==> src/rtl/sha1_pad.sv <==
// rtl/sha1_pad.sv - FIPS 180 message padder and 16-word block sequencer feeding the SHA-1 core
// Optional feature macro SHA1_PAD_EMPTY_EN: iBytes==0 on a last word means zero valid bytes.
module sha1_pad #(
  parameter int LENW     = 64,
  parameter int WORDNUM  = 16,
  parameter int WORDSIZE = 32
) (
  input  logic                iClk,
  input  logic                reset,
  input  logic [WORDSIZE-1:0] iDat,
  input  logic                iValid,
  input  logic                iLast,
  input  logic [2:0]          iBytes,
  output logic                oReady,
  output logic [WORDSIZE-1:0] oDat,
  output logic                oValid,
  output logic                oInitial,
  input  logic                iCoreReady
);

  typedef enum logic [2:0] {FILL, PAD, WAIT, SEND, PAD2} stateT;

  stateT               state, stateNext;
  logic [WORDSIZE-1:0] blockBuf [WORDNUM];
  logic [3:0]          widx, sidx;
  logic [LENW-1:0]     bitLen;
  logic                first, extra, markPend, lenFits, msgDone;
  logic [2:0]          nBytes;
  logic [31:0]         lastWord, padWord, wrData;
  logic                wrEn;
  logic [63:0]         lenField;

  assign lenField = 64'(bitLen);

  always_comb begin
    nBytes = 3'd4;
    if (iLast) begin
`ifdef SHA1_PAD_EMPTY_EN
      nBytes = (iBytes > 3'd4) ? 3'd4 : iBytes;
`else
      nBytes = (iBytes == 3'd0 || iBytes > 3'd4) ? 3'd4 : iBytes;
`endif
    end
  end

  // Unused tail bytes are zeroed and the marker lands in the first free byte.
  always_comb begin
    lastWord = iDat;
    case (nBytes)
      3'd0:    lastWord = 32'h8000_0000;
      3'd1:    lastWord = {iDat[31:24], 24'h80_0000};
      3'd2:    lastWord = {iDat[31:16], 16'h8000};
      3'd3:    lastWord = {iDat[31:8], 8'h80};
      default: lastWord = iDat;
    endcase
  end

  always_comb begin
    padWord = 32'h0;
    if (markPend)                      padWord = 32'h8000_0000;
    else if (lenFits && widx == 4'd14) padWord = lenField[63:32];
    else if (lenFits && widx == 4'd15) padWord = lenField[31:0];
  end

  always_comb begin
    stateNext = state;
    oReady    = 1'b0;
    wrEn      = 1'b0;
    wrData    = padWord;
    case (state)
      FILL: begin
        oReady = 1'b1;
        wrData = lastWord;
        if (iValid) begin
          wrEn = 1'b1;
          if (widx == 4'd15)  stateNext = WAIT;
          else if (iLast)     stateNext = PAD;
        end
      end
      PAD, PAD2: begin
        wrEn = 1'b1;
        if (widx == 4'd15) stateNext = WAIT;
      end
      WAIT:    if (iCoreReady) stateNext = SEND;
      SEND:    if (sidx == 4'd0) stateNext = extra ? PAD2 : FILL;
      default: stateNext = FILL;
    endcase
  end

  always_ff @(posedge iClk or negedge reset) begin
    if (!reset) state <= FILL;
    else        state <= stateNext;
  end

  always_ff @(posedge iClk) begin
    if (wrEn) blockBuf[widx] <= wrData;
  end

  always_ff @(posedge iClk or negedge reset) begin
    if (!reset) begin
      widx     <= 4'd0;
      sidx     <= 4'd0;
      bitLen   <= '0;
      first    <= 1'b1;
      extra    <= 1'b0;
      markPend <= 1'b0;
      lenFits  <= 1'b0;
      msgDone  <= 1'b0;
      oDat     <= '0;
      oValid   <= 1'b0;
      oInitial <= 1'b0;
    end else begin
      case (state)
        FILL: if (iValid) begin
          widx   <= widx + 4'd1;
          bitLen <= bitLen + LENW'({nBytes, 3'b000});
          if (iLast) begin
            msgDone  <= 1'b1;
            markPend <= (nBytes == 3'd4);
            lenFits  <= (nBytes != 3'd4) && (widx < 4'd14);
            if (widx == 4'd15) extra <= 1'b1;
          end
        end
        PAD, PAD2: begin
          widx <= widx + 4'd1;
          if (markPend) begin
            markPend <= 1'b0;
            lenFits  <= (widx < 4'd14);
          end
          if (state == PAD && widx == 4'd15) extra <= markPend | ~lenFits;
        end
        // Word 0 is launched here so oValid rises the cycle after iCoreReady is seen.
        WAIT: if (iCoreReady) begin
          oValid   <= 1'b1;
          oDat     <= blockBuf[0];
          oInitial <= first;
          first    <= 1'b0;
          sidx     <= 4'd1;
        end
        SEND: begin
          oInitial <= 1'b0;
          if (sidx != 4'd0) begin
            oDat <= blockBuf[sidx];
            sidx <= sidx + 4'd1;
          end else begin
            oValid <= 1'b0;
            widx   <= 4'd0;
            if (extra) begin
              extra   <= 1'b0;
              lenFits <= 1'b1;
            end else if (msgDone) begin
              msgDone <= 1'b0;
              bitLen  <= '0;
              first   <= 1'b1;
            end
          end
        end
        default: ;
      endcase
    end
  end

endmodule

==> config.mk <==
export PLATFORM = sky130hd
export DESIGN_NAME = sha1_pad
export DESIGN_NICKNAME = d
export VERILOG_FILES = /design/src/rtl/sha1_pad.sv
export SDC_FILE = /design/constraint.sdc
export NUM_CORES = 1
export LEC_CHECK = 0
export ABC_CLOCK_PERIOD_IN_PS = 5270
export CORE_ASPECT_RATIO = 0.9
export CORE_MARGIN = 2
export CORE_UTILIZATION = 61
export DETAILED_ROUTE_END_ITERATION = 10
export GPL_ROUTABILITY_DRIVEN = 0
export PLACE_DENSITY = 0.79
export REMOVE_ABC_BUFFERS = 1
export SYNTH_ARGS = -nofsm -noshare
export SYNTH_HDL_FRONTEND = slang
export SYNTH_SLANG_ARGS = --single-unit
==> constraint.sdc <==
create_clock -name iClk -period 5.27 [get_ports iClk]
set_clock_uncertainty 0.15 [all_clocks]
set_input_delay 0.7905 -clock iClk [delete_from_list [all_inputs] [get_ports iClk]]
set_output_delay 0.7905 -clock iClk [all_outputs]
set_load 0.005 [all_outputs]
Word level (Yosys, flattened, before mapping)

Memory sizes are Yosys's and may differ from the RTL's.
Index checks and enable logic that the tools add are counted.
Widths: inputs -> output; s select.

Add/sub/neg operators: 3
Order comparisons: 2
Equal/unequal tests: 25
Multiplexer cells: 63
Bitwise logic cells: 2
Reduce and logical (&&, ||, !) cells: 26

Operator list:

| kind                | count |
|---|---|
| $mux 64             | 4 |
| $mux 32             | 6 |
| $pmux 32 s4         | 1 |
| $pmux 64 s2         | 1 |
| $add 64x6->64       | 1 |
| $pmux 32 s2         | 1 |
| $mux 3              | 9 |
| $mux 1              | 26 |
| $ne 2x2->1 const B  | 13 |
| $reduce_and 5->1    | 4 |
| $mux 4              | 4 |
| $eq 3x2->1 const B  | 4 |
| $pmux 1 s2          | 6 |
| $pmux 3 s4          | 1 |
| $pmux 4 s3          | 1 |
| $reduce_and 3->1    | 4 |
| $reduce_and 6->1    | 2 |
| $logic_not 3->1     | 3 |
| $add 4x1->4 const B | 2 |
| $eq 4x4->1 const B  | 2 |
| $pmux 4 s2          | 1 |
| $eq 3x1->1 const B  | 2 |
| $eq 3x3->1 const B  | 2 |
| $ne 3x3->1 const B  | 2 |
| 13 further kinds    | 19 |

Bits in registers: 114
RAM bits: 512
Input bits: 40
Output and inout bits: 35
Logic and storage cells: 134
Memories kept: 1

Memories:

| name     | depth | width | rd ports | clocked after Yosys merged registers in | write ports | RTL line | RTL |
|---|---|---|---|---|---|---|---|
| blockBuf | 16    | 32    | 2        | 0                                       | 1           | 24       | `logic [WORDSIZE-1:0] blockBuf [WORDNUM];` |

Depth between registers and ports, before layout

Word-level depth: 9
Gate-level depth with buffers: 14
Depth with buffers taken out: 12

Worst setup path before layout

OpenSTA, ideal clock, no wires.

Kind: register to register
From: reg state[2]
To: mem blockBuf[1][0], enable pin
Library setup time: 461 ps
Data arrival time: 3570 ps
Required time: 4659 ps
Setup slack: 1089 ps
Stages on the path, launching flop included: 6
Buffers on the path: 2
Clock period less this slack: 4181 ps
Cells stage by stage: dfrtp_1 buf_1 buf_1 o31a_1 nand2_1 nor3_1

Word-level cells in the longest chain between the ends: 5
Elaborated cells on any way between the ends: 7
Classes of those cells: eq/ne (2); mux (3); reduce/logical (2)

RTL lines:

| item                                            | RTL line | RTL |
|---|---|---|
| start: declaration                              | 23       | `stateT state, stateNext;` |
| start signal: assignment                        | 92       | `else state <= stateNext;` |
| $eq 3x1->1 / $eq 3x3->1 (equally long branches) | 70       | `case (state)` |
| $reduce_or 2->1                                 | 70       |  |
| $pmux 1 s2 *                                    | 70       |  |
| $mux 1 *                                        | 96       | `if (wrEn) blockBuf[widx] <= wrData;` |
| $mux 1 (not written as such) *                  | 96       |  |
| end: declaration                                | 24       |  |

Mark *: on every way between the ends. The rest lies on a longest branch, timed or not.

Worst setup path in the final report

From: in iBytes[1]
To: reg bitLen[41]

Word-level cells in the longest chain between the ends: 7
Elaborated cells on any way between the ends: 8
Classes of those cells: add/sub (1); order compare (1); mux (4); reduce/logical (2)

RTL lines:

| item                                                 | RTL line | RTL |
|---|---|---|
| start: declaration                                   | 13       | `input logic [2:0] iBytes,` |
| $gt 3x3->1 / $logic_not 3->1 (equally long branches) | 41       | `nBytes = (iBytes == 3'd0 \|\| iBytes > 3'd4) ? 3'd4 : iBytes;` |
| $logic_or 1x1->1                                     | 41       |  |
| $mux 3 *                                             | 41       |  |
| $mux 3 *                                             | 37       | `if (iLast) begin` |
| $add 64x6->64 *                                      | 116      | `bitLen <= bitLen + LENW'({nBytes, 3'b000});` |
| $mux 64 *                                            | 114      | `FILL: if (iValid) begin` |
| $pmux 64 s2 *                                        | 113      | `case (state)` |
| end signal: assignment                               | 116      |  |
| end: declaration                                     | 26       | `logic [LENW-1:0] bitLen;` |

Mark *: on every way between the ends. The rest lies on a longest branch, timed or not. The select of a mux whose other input is x is not followed.
A chain may end at the register's enable or synchronous reset.

==> impl_metrics.yaml <==
timing:
  timing.final.crit_share: 0.761
  finalWorstPathRequiredPeriod_ns: 4.01
  final_ws_setup_ns: 1.26
  final-setup-viol-count: 0
  clock.fmax_mhz: 249
  fin_hold_ws_ns: 0.0962
  timing_worst_slew_pin_value_ns: 1.38
  timing_hold_violations_final: 0
  report.final.slew_viol_count: 0
  worst_slew_margin_relative_to_its_limit: 0.0828
  grt_setup_unrepaired: "no"
cells_and_area:
  drive_gt1_frac: 0.177
  insertedDiodeCount: 0
  instances_no_fill: 2232
  area_growth_syn_to_layout_pct: 13.3
  nets_finish: 1689
clock_tree:
  count_of_instances_resized_after_the_clock_tree_is_built: 0
  clock_tree.root_cell: "clkbuf_16"
  post_cts_hold_buffer_count: 0
  clock_path_buffers: 3
  clock_sinks: 623
  cts_tree: "yes"
  source_to_sink_clock_delay_at_the_later_pin_of_the_worst_skew_pair_ns: 0.62
  htreeDepth: 2
  postCtsSetupBuffers: 0
  numCtsBuffers: 58
  cts.clk_slew.worst_paths_ns: 0.07
synth:
  post-synth-top-area-fraction: 0.597
  synth_top_cell_by_area: "edfxtp_1"
  post_synth_instance_area_sq_um: 25700
  yosys-top-cells-area: "edfxtp_1, mux4_2, dfrtp_1, a21oi_1, a22oi_1"
  synth_seq_cells: 623
  yosys.cell_count.top_type: "edfxtp_1"
  number_of_flops_mapped_to_enable_cells_by_yosys: 512
  yosys_warnings: 0
  post_synth_num_cell_types: 65
  synth_common_cells: "edfxtp_1, a21oi_1, mux4_2, dfrtp_1, nor2_1"
  syn-instance-count: 1564
  synth_flop_cell: "edfxtp_1"
  syn_area_per_cell_sq_um: 16.5
  ys_async_sr_fraction: 0.178
  yosysSeqAreaShare: 0.705
grt:
  via_count_of_the_first_global_routing_pass: 15300
  antenna_found_initial: 0
  track_usage: 0.302
  grt_max_degree: 96
  overflow: 0
  grt_pass1_wl_microns: 95400
pwr:
  power.density_cell_area_nw_per_um2: 540
  static_leakage_uw: 0.00997
  p_sw_uw: 5040
  seq_power_share: 0.446
  p_sw_frac: 0.320
  total_power_uw: 15800
  clockPowerShare: 0.265
  p_comb_frac: 0.289
  vdd_drop_max_v: 0.000434
  cellInternalPower_uw: 10700
worst_setup_path:
  criticalPathCategory: "in2reg"
  cp-start-kind: "input port"
  critical_path.endpoint_type: "flop"
  crit_path_cell_trace: "clkdlybuf4s50_1, or2_2, ha_1, or2_2, inv_1, ha_1, inv_1, fa_1, nor2b_1, o221ai_1, buf_4, or2_4, or4_1, a21oi_1"
  timing.critical_path.required_ns: 5.65
  slowest_stage: "or4_1"
  cp.arrival_ns: 4.39
  cp_max_fo: 24
  crit_path_max_incr_delay_ns: 0.51
status:
  status: "complete, no violations"
floorplanning:
  initial_cell_density_of_the_core: 0.617
  rows: 71
  io_pins: 75
  dieArea_sq_um: 43900
  core_region_area_sq_um: 41800
  floorplan.die.width_microns: 221
  floorplan.die.height_microns: 199
placement:
  dpl.hpwl_microns: 35500
  placed_cells_incl_taps: 2124
  place.port_buffers: 74
  placement.setup.worst_slack_ns: 0.648
routing:
  drt_iter0_markers: 2011
  route.detailed.vias_per_inst: 6.85
  detail_route.first_pass.iterations: 6
  drt-total-wl_microns: 63700
  detail_route.wl_per_cell_microns: 28.5
  final_antenna_net_count: 0
  vias: 15300
  route.detailed.drc: 0
flow_run:
  max-cap-violations: 0
hold_path:
  min-delay-path-class: "in2async"
power by group through the flow:
stage          Sequential (uW)  Combinational, uW  Clock (uW)
2_1_floorplan             7170               2920           0
3_3_place_gp              7050               4340           0
3_5_place_dp              7110               4480           0
4_1_cts                   7030               4530        4210
5_1_grt                   7120               4890        4390
6_report                  7030               4560        4170
layer usage:
layer / vias up / wire, microns / part of all wire / track usage
li1: 6431 / - / - / -
met1: 7690 / 23800 / 0.37 / 0.435
met2: 1021 / 29900 / 0.47 / 0.461
met3: 144 / 7350 / 0.12 / 0.0610
met4: 0 / 2580 / 0.041 / 0.119
met5: - / 0 / 0 / 0
sequential cells by signal, indices dropped and copies added, names as in the netlist:
| signal | count |
|---|---|
| blockBuf | 512 |
| bitLen | 61 |
| oDat | 32 |
| sidx | 4 |
| widx | 4 |
| state | 3 |
| extra | 1 |
| first | 1 |
| lenFits | 1 |
| markPend | 1 |
| msgDone | 1 |
| oInitial | 1 |
| oValid | 1 |
per-stage QoR:
step | setup TNS [ns] | util | instance area, sq um
floorplan | -318.63 | - | 25400
global placement | 0 | 0.653 | 27300
detailed placement | 0 | 0.653 | 27300
CTS | 0 | 0.699 | 29200
global route | 0 | 0.699 | 29200
finish | 0 | 0.699 | 29200
placed cells by master, fill, tap and decap left out, drive strengths merged, types with 13 or more instances in the layout:
master and count:
nor2 91, buf 37, or4 24, a21oi 139
o21ai 13, clkbuf 82, a22oi 76, nor3 15
mux4 128, dfrtp 110, inv 30, clkinv 20
clkdlybuf4s50 73, o31ai 27, nand3 31, nand4 25
nand2 74, edfxtp 512
final cells by class:
class                   count  area (sq um)
flip-flops and latches    623         18200
multi-input cells         816          7240
fillers                  2589         12600
well taps                 547           684
repair buffers            110          1070
clock buffers              82          1650
clock inverters            26           250
inverters                  28           105
cells by family after synthesis:
logic type,after synthesis,share of synthesized area
buf+inv,125,0.0195
simple gates,335,0.0664
mux,141,0.117
fa+ha+maj,12,0.00612
xor+xnor,22,0.00748
compound gates,306,0.0783
flops,623,0.705
worst max-delay path: cells and delay by family:
kind            cells  cell delay (ns)
simple gates        5             1.60
fa+ha+maj           3             0.85
buf+inv             4             0.81
compound gates      2             0.34
path summary, 6_finish.rpt:
path,start,slack [ns],cells past startpoint,endpoint
setup / recovery,iBytes[1],1.26,14,bitLen[41]
hold / removal,reset,0.1,1,oDat[6]
setup reg to reg,state[2],1.36,6,blockBuf[0][3]
hold reg to reg,first,0.32,2,first
max in group asynchronous,reset,3.76,2,bitLen[30]
min in group iClk,first,0.32,2,first
No activity file was read; power rests on OpenSTA's default activity.
